`src/rtl/instr_fetch_unit.sv`:
```
// Instruction fetch unit: owns the PC, addresses the instruction memory and
// hands captured words to decode over a valid/ready handshake.
module instr_fetch_unit #(
  parameter logic [31:0] RESET_PC   = 32'h0000_0000,
  parameter int unsigned IMEM_DEPTH = 64
) (
  input  logic        clk,
  input  logic        rst_n,
  input  logic        fetch_en,
  output logic [31:0] read_addr,
  input  logic [31:0] instr_in,
  input  logic        redirect_valid,
  input  logic [31:0] redirect_pc,
  output logic        if_valid,
  input  logic        if_ready,
  output logic [31:0] if_instr,
  output logic [31:0] if_pc,
  output logic        fault,
  output logic [1:0]  fault_cause,
  output logic [31:0] fault_pc
);

  typedef enum logic [1:0] {
    ST_IDLE  = 2'd0,
    ST_RUN   = 2'd1,
    ST_FAULT = 2'd2
  } state_e;

  localparam logic [1:0] CAUSE_NONE     = 2'b00;
  localparam logic [1:0] CAUSE_MISALIGN = 2'b01;
  localparam logic [1:0] CAUSE_RANGE    = 2'b10;

  state_e      state_q, state_d;
  logic [31:0] pc_q, pc_d;
  logic        if_valid_q, if_valid_d;
  logic [31:0] if_instr_q, if_instr_d;
  logic [31:0] if_pc_q, if_pc_d;
  logic        fault_q, fault_d;
  logic [1:0]  fault_cause_q, fault_cause_d;
  logic [31:0] fault_pc_q, fault_pc_d;

  logic [31:0] word_idx;
  logic        in_range;
  logic        consume;
  logic        advance;

  assign word_idx  = {2'b00, pc_q[31:2]};
  assign read_addr = word_idx;
  assign in_range  = (word_idx < IMEM_DEPTH);
  assign consume   = if_valid_q && if_ready;
  assign advance   = (state_q == ST_RUN) && !redirect_valid && in_range &&
                     (!if_valid_q || if_ready);

  always_comb begin
    state_d       = state_q;
    pc_d          = pc_q;
    if_valid_d    = if_valid_q;
    if_instr_d    = if_instr_q;
    if_pc_d       = if_pc_q;
    fault_d       = fault_q;
    fault_cause_d = fault_cause_q;
    fault_pc_d    = fault_pc_q;

    case (state_q)
      ST_IDLE, ST_RUN: begin
        if (redirect_valid) begin
          // A redirect always flushes, even a word decode is accepting now.
          if_valid_d = 1'b0;
          if (redirect_pc[1:0] == 2'b00) begin
            pc_d = redirect_pc;
            if (state_q == ST_IDLE && fetch_en) begin
              state_d = ST_RUN;
            end
          end else begin
            state_d       = ST_FAULT;
            fault_d       = 1'b1;
            fault_cause_d = CAUSE_MISALIGN;
            fault_pc_d    = redirect_pc;
          end
        end else begin
          if (advance) begin
            if_instr_d = instr_in;
            if_pc_d    = pc_q;
            if_valid_d = 1'b1;
            pc_d       = pc_q + 32'd4;
          end else if (consume) begin
            if_valid_d = 1'b0;
          end

          if (state_q == ST_IDLE) begin
            if (fetch_en) begin
              state_d = ST_RUN;
            end
          end else if (!in_range) begin
            state_d       = ST_FAULT;
            fault_d       = 1'b1;
            fault_cause_d = CAUSE_RANGE;
            fault_pc_d    = pc_q;
          end else if (!fetch_en) begin
            state_d = ST_IDLE;
          end
        end
      end
      ST_FAULT: begin
        state_d = ST_FAULT;
      end
      default: begin
        state_d = ST_IDLE;
      end
    endcase
  end

  always_ff @(posedge clk or negedge rst_n) begin
    if (!rst_n) begin
      state_q       <= ST_IDLE;
      pc_q          <= RESET_PC;
      if_valid_q    <= 1'b0;
      if_instr_q    <= 32'd0;
      if_pc_q       <= 32'd0;
      fault_q       <= 1'b0;
      fault_cause_q <= CAUSE_NONE;
      fault_pc_q    <= 32'd0;
    end else begin
      state_q       <= state_d;
      pc_q          <= pc_d;
      if_valid_q    <= if_valid_d;
      if_instr_q    <= if_instr_d;
      if_pc_q       <= if_pc_d;
      fault_q       <= fault_d;
      fault_cause_q <= fault_cause_d;
      fault_pc_q    <= fault_pc_d;
    end
  end

  assign if_valid    = if_valid_q;
  assign if_instr    = if_instr_q;
  assign if_pc       = if_pc_q;
  assign fault       = fault_q;
  assign fault_cause = fault_cause_q;
  assign fault_pc    = fault_pc_q;

endmodule

```
`config.mk`:
```
export PLATFORM = sky130hd
export DESIGN_NAME = instr_fetch_unit
export DESIGN_NICKNAME = d
export VERILOG_FILES = /design/src/rtl/instr_fetch_unit.sv
export SDC_FILE = /design/constraint.sdc
export NUM_CORES = 1
export LEC_CHECK = 0
export CELL_PAD_IN_SITES_DETAIL_PLACEMENT = 0
export CELL_PAD_IN_SITES_GLOBAL_PLACEMENT = 1
export CORE_ASPECT_RATIO = 1.1
export CORE_MARGIN = 1
export CORE_UTILIZATION = 37
export CTS_CLUSTER_SIZE = 8
export DETAILED_ROUTE_END_ITERATION = 8
export PLACE_DENSITY = 0.9
export SLEW_MARGIN = 20
export SYNTH_ARGS = -nofsm -noshare
export SYNTH_HDL_FRONTEND = slang
export SYNTH_SLANG_ARGS = --single-unit
```
`constraint.sdc`:
```
create_clock -name clk -period 4.85 [get_ports clk]
set_input_delay 0.97 -clock clk [delete_from_list [all_inputs] [get_ports clk]]
set_output_delay 0.97 -clock clk [all_outputs]
set_load 0.005 [all_outputs]
```
==> results.yml, run 1 <==
critical_path:
  crit_type: "input pin to flip-flop"
  cpPeakStageDelay_ns: 0.49
  cp_top_family: "buffers and inverters"
  crit_start: "redirect_valid"
  crit_required_ns: 5.16
  timing.critical_path.buf_inv: 4
  worstPathMaxFanout: 38
  cpMostUsedCell: "buf_4"
  worstPathCellList: "clkdlybuf4s50_1 -> buf_4 -> inv_2 -> nor4_4 -> buf_4 -> or2_2 -> mux2_2"
  start_kind: "input pin"
  r2r-start: "pc_q[17]$_DFFE_PN0P_"
  cp-end-kind: "flip-flop"
  crit_slowest_cell: "clkdlybuf4s50_1"
  arrival_ns: 3.44
pwr:
  intPower_mw: 2.010
  power.share.switching: 0.2244
  seqPwrFrac: 0.451
  leakage_nw: 3.767
  power_frac_comb: 0.071
  ir_drop_uv: 200.8
  clockPowerShare: 0.479
  switching_power_mw: 0.5813
  powerDensity_nw_per_um2: 312.2
cts:
  numCtsBuffers: 17
  clk_latency_ns: 0.43
  post_cts_buffers: 0
  root_buffer: "clkbuf_16"
  ctsResizeCount: 0
  cts_tree: "done"
  postCtsHoldBufs: 0
  htree_levels: 4
  clk_path_buf_depth: 2
  clock-sinks: 134
  path_clk_slew_ns: 0.06
drt:
  wl_met3_um: 1378
  drt-vias-per-instance: 5.307
  wire_per_inst_um: 18.04
  final_antenna_net_count: 0
  drc: 0
  vias: 5036
  drt-initial-drc-count: 251
  maxUsedRoutingLayer: "met4"
  wl_met1_um: 7118
  wl_met2_um: 8351
  first_pass_iters: 5
  wl_um: 17120
logic_synthesis:
  ys_types: 43
  ys.flop_type: "dfrtp_1"
  syn-cell-area_sq_um: 5848
  synthCells: 584
  synth_area_per_cell_sq_um: 10.01
  synthArstFlopShare: 1.000
  ys_ff_latch: 134
  synth_warnings: 0
  synth_enable_flop_cells: 0
  yosysSeqAreaShare: 0.5734
grt:
  gr-usage-all-layers: 0.2204
  grt-ovfl-total: 0
  grt_first_pass_wirelength_um: 27420
  grt_pass1_vias: 5265
  grt_max_degree: 95
  antenna_found_initial: 0
sta:
  clock_skew_ns: 0.01036
  period_needed_ns: 3.132
  clock.fmax_ghz: 0.3193
  fin_crit_sh: 0.6457
  slew_viol_final: 0
  finalHoldViolCount: 0
  relSlewSlack: 0.4197
  worst_pin_slew_ns: 0.8705
  setup_violations: 0
  tns_ns: 0
  rsz0062_at_grt: "false"
die:
  dieArea_sq_um: 16310
  num_rows: 47
  fp.dieH_um: 133.9
  start_util: 0.3840
  chipWidth_um: 121.9
  ioPinCount: 201
  coreArea_sq_um: 15230
worst_hold_path:
  worst_hold_path_type: "flip-flop to flip-flop"
  worstHoldStart: "if_pc[3]$_DFFE_PN0P_"
place:
  gp_congestion: 0.7724
  port_buffers: 198
  post-dp-hpwl_um: 11500
  dpl_cell_area_sq_um: 7716
finish:
  stdcell_area_sq_um: 8299
  syn_to_final_growth_pct: 41.91
  final_common_cell: "clkdlybuf4s50_1"
  drive_gt1_frac: 0.08765
  finalNetCount: 811
  layout_common_cells: "clkdlybuf4s50_1 (197), nand2_1 (135), dfrtp_1 (134), o22ai_1 (65), a21oi_1 (37)"
  diodes: 0
run_status:
  status: "finished clean"
flow_run:
  cap_violations: 0
==> metrics by stage <==
stage	util	std cells	hold slack (ns)	total power [mW]	worst slack, ns
floorplan	-	585	0.4586	1.233	2.651
global placement	0.5066	918	0.4496	1.365	1.309
detailed placement	0.5066	918	0.4593	1.369	1.090
CTS	0.5442	949	0.4720	2.616	1.533
global route	0.5449	949	0.4938	2.680	1.593
finish	0.5449	949	0.4633	2.591	1.718
==> layout make-up <==
type | count | area (sq um)
flip-flops and latches | 134 | 3353
repair buffers | 205 | 2036
clock buffers | 18 | 439.2
inverters | 13 | 48.80
multi-input cells | 370 | 2043
well taps | 196 | 245.2
fillers | 1357 | 6932
clock inverters | 13 | 133.9
==> synthesized netlist by cell type, types with 3 or more instances <==
master     count  area [sq um]
mux2i_1        4         40.04
nand4_1        5         31.28
buf_2         10         50.05
nand3_1       13         65.06
inv_1         12         45.04
mux2_2        13         146.4
dfrtp_1      134          3353
o22ai_1       65         406.6
o2bb2ai_1      4         35.03
nand2b_1       3         18.77
nor2_1         4         15.01
and3_1         4         25.02
a21oi_1       38         190.2
nand2_1      137         514.2
nor4_1         8         50.05
nor2b_1        3         18.77
o21ai_0       17         85.08
nor3_1         3         15.01
and2_1        25         156.4
buf_4         39         292.8
clkbuf_1      15         56.30
==> state kept, by name, summed over array words and instances (netlist names) <==
register,count
fault_pc,32
if_instr,32
if_pc,32
pc_q,32
fault_cause,2
state_q,2
fault,1
if_valid,1
==> power by group through the flow <==
stage | Sequential (mW) | Clock (mW) | Combinational (mW)
3_3_place_gp | 1.18 | 0 | 0.180
6_report | 1.17 | 1.24 | 0.183
3_5_place_dp | 1.19 | 0 | 0.183
2_1_floorplan | 1.18 | 0 | 0.0532
4_1_cts | 1.17 | 1.26 | 0.185
5_1_grt | 1.17 | 1.31 | 0.198
==> metal layers <==
metal,global-route usage,vias up
li1,-,2314
met1,0.2770,2466
met2,0.3584,233
met3,0.06080,23
met4,0.08505,0
met5,0,-
==> cell families after synthesis <==
kind of cell | Yosys count | synth area share
other cells | 1 | 0.0006412
buf+inv | 81 | 0.08173
fa+ha+maj | 1 | 0.002139
compound gates | 136 | 0.1389
mux | 17 | 0.03188
simple gates | 214 | 0.1714
flops | 134 | 0.5734
==> final timing paths <==
| kind | end | slack (ns) | depth (start not counted) |
|---|---|---|---|
| worst max-delay path | pc_q[2]$_DFFE_PN0P_ | 1.72 | 7 |
| worst min-delay path | if_pc[3]$_DFFE_PN0P_ | 0.46 | 2 |
| worst max register to register | pc_q[2]$_DFFE_PN0P_ | 2.08 | 5 |
| worst min register to register | if_pc[3]$_DFFE_PN0P_ | 0.46 | 2 |
| max in group asynchronous | if_instr[18]$_DFFE_PN0P_ | 3.12 | 2 |
| min in group asynchronous | if_instr[9]$_DFFE_PN0P_ | 0.61 | 1 |
==> worst min-delay path, stage by stage, from the launching register on <==
cell     delay [ns]
dfrtp_1        0.34
nand2_1        0.05
nand2_1        0.05
No activity file was read; power rests on OpenSTA's default activity.
==> inputs of run 2 (changes only) <==
--- a/config.mk
+++ b/config.mk
@@ -9,10 +9,10 @@
 export CELL_PAD_IN_SITES_GLOBAL_PLACEMENT = 1
 export CORE_ASPECT_RATIO = 1.1
 export CORE_MARGIN = 1
-export CORE_UTILIZATION = 37
+export CORE_UTILIZATION = 34
 export CTS_CLUSTER_SIZE = 8
 export DETAILED_ROUTE_END_ITERATION = 8
-export PLACE_DENSITY = 0.9
+export PLACE_DENSITY = 0.84
 export SLEW_MARGIN = 20
 export SYNTH_ARGS = -nofsm -noshare
 export SYNTH_HDL_FRONTEND = slang
==> constraint.sdc (replaced) <==
create_clock -name clk -period 3.27 [get_ports clk]
set_input_delay 0.654 -clock clk [delete_from_list [all_inputs] [get_ports clk]]
set_output_delay 0.654 -clock clk [all_outputs]
set_load 0.005 [all_outputs]
==> run 2 against run 1 <==
Net effect:
- first-iteration DRC count rose by 4.0%
- final cell count rose by 4.4%
- clock power rose by 68%
- sequential share of layout area fell by 0.82 points
- die area rose by 8.7%
- critical endpoint is now fault_pc[12]$_DFFE_PN0P_
- largest power group unchanged
==> results.yml, run 2 (synthesized netlist as in run 1, its figures left out) <==
cts:
  clk_path_buf_depth: 2
  root_buffer: "clkbuf_16"
  numCtsBuffers: 17
  postCtsHoldBufs: 0
  htree_levels: 4
  clk_latency_ns: 0.42
  path_clk_slew_ns: 0.06
  clock-sinks: 134
  ctsResizeCount: 0
  cts_tree: "done"
  post_cts_buffers: 0
critical_path:
  arrival_ns: 2.96
  crit_type: "flip-flop to flip-flop"
  r2r_cells: 6
  worstPathMaxFanout: 19
  start_kind: "flip-flop"
  crit_required_ns: 3.60
  cp-end-kind: "flip-flop"
place:
  dp_cells: 959
  port_buffers: 198
  gp_congestion: 0.8080
  dpl_cell_area_sq_um: 7830
  post-dp-hpwl_um: 11850
  dp_slack_ns: 0.5151
grt:
  antenna_found_initial: 0
  grt_first_pass_wirelength_um: 27810
  grt_max_degree: 100
  grt-ovfl-total: 0
  grt_pass1_vias: 5128
  gr-usage-all-layers: 0.2035
drt:
  final_antenna_net_count: 0
  drt-vias-per-instance: 5.102
  wire_per_inst_um: 17.46
  drt-initial-drc-count: 261
  wl_um: 17300
  vias: 5056
  drc: 0
  first_pass_iters: 4
finish:
  seq_area_sq_um: 3353
  utilization: 0.5098
  final_common_cell: "clkdlybuf4s50_1"
  layout_common_cells: "clkdlybuf4s50_1 (197), nand2_1 (137), dfrtp_1 (134), o22ai_1 (65), a21oi_1 (37)"
  stdcell_area_sq_um: 8471
  num-fill-cells: 1509
  diodes: 0
  syn_to_final_growth_pct: 44.84
  finalNetCount: 819
  final_cells: 991
  multi_input_area_sq_um: 2033
  drive_gt1_frac: 0.08924
sta:
  whs_ns: 0.3309
  period_needed_ns: 2.625
  fin_crit_sh: 0.8028
  worst_slack_ns: 0.6448
  relSlewSlack: 0.3555
  slew_viol_final: 0
  clock.fmax_ghz: 0.3809
  setup_violations: 0
  worst_pin_slew_ns: 0.9667
  rsz0062_at_grt: "false"
  clock_skew_ns: 0.01864
  tns_ns: 0
  finalHoldViolCount: 0
die:
  dieArea_sq_um: 17730
  chipWidth_um: 127.0
  fp.dieH_um: 139.6
  num_rows: 49
  coreArea_sq_um: 16610
  start_util: 0.3520
  ioPinCount: 201
pwr:
  power_mw: 4.088
  powerDensity_nw_per_um2: 482.6
  leakage_nw: 3.855
  ir_drop_uv: 331.9
flow_run:
  cap_violations: 0
run_status:
  status: "finished clean"
worst_hold_path:
  worst_hold_path_type: "input pin to async pin"
[run 2: worst max-delay path, stage by stage (launching register included)]
cell     delay [ns]
dfrtp_1        0.42
nor4_1         0.50
nand4_1        0.22
o21ai_2        0.80
buf_4          0.32
o22ai_1        0.10
a21oi_1        0.16
[run 2: report_power, final]
part	leakage, nW	internal (mW)	switching [mW]	total (mW)
combinational	1.75	0.162	0.113	0.275
clock	0.311	1.39	0.692	2.08
sequential	1.79	1.69	0.0389	1.73
[run 2: layer usage]
metal / up-vias / global-route usage / part of all wire
li1: 2325 / - / -
met4: 0 / 0.06955 / 0.013
met3: 23 / 0.06767 / 0.095
met2: 285 / 0.3175 / 0.46
met5: - / 0 / 0
met1: 2423 / 0.2648 / 0.44
[run 2: worst paths after layout]
kind | startpoint | to | slack (ns)
max | pc_q[29]$_DFFE_PN0P_ | fault_pc[12]$_DFFE_PN0P_ | 0.64
min | rst_n | if_instr[0]$_DFFE_PN0P_ | 0.33
max reg2reg | pc_q[29]$_DFFE_PN0P_ | fault_pc[12]$_DFFE_PN0P_ | 0.64
min reg2reg | if_pc[3]$_DFFE_PN0P_ | if_pc[3]$_DFFE_PN0P_ | 0.46
max in group asynchronous | rst_n | fault_pc[14]$_DFFE_PN0P_ | 2.06
min in group clk | if_pc[3]$_DFFE_PN0P_ | if_pc[3]$_DFFE_PN0P_ | 0.46
[run 2: cell type report]
| cell class | count | area share |
|---|---|---|
| Inverter | 13 | 0.005761 |
| Clock inverter | 9 | 0.02038 |
| Tap cell | 229 | 0.03383 |
| Clock buffer | 23 | 0.05524 |
| Sequential cell | 134 | 0.3959 |
| Timing Repair Buffer | 213 | 0.2489 |
| Multi-Input combinational cell | 370 | 0.2400 |
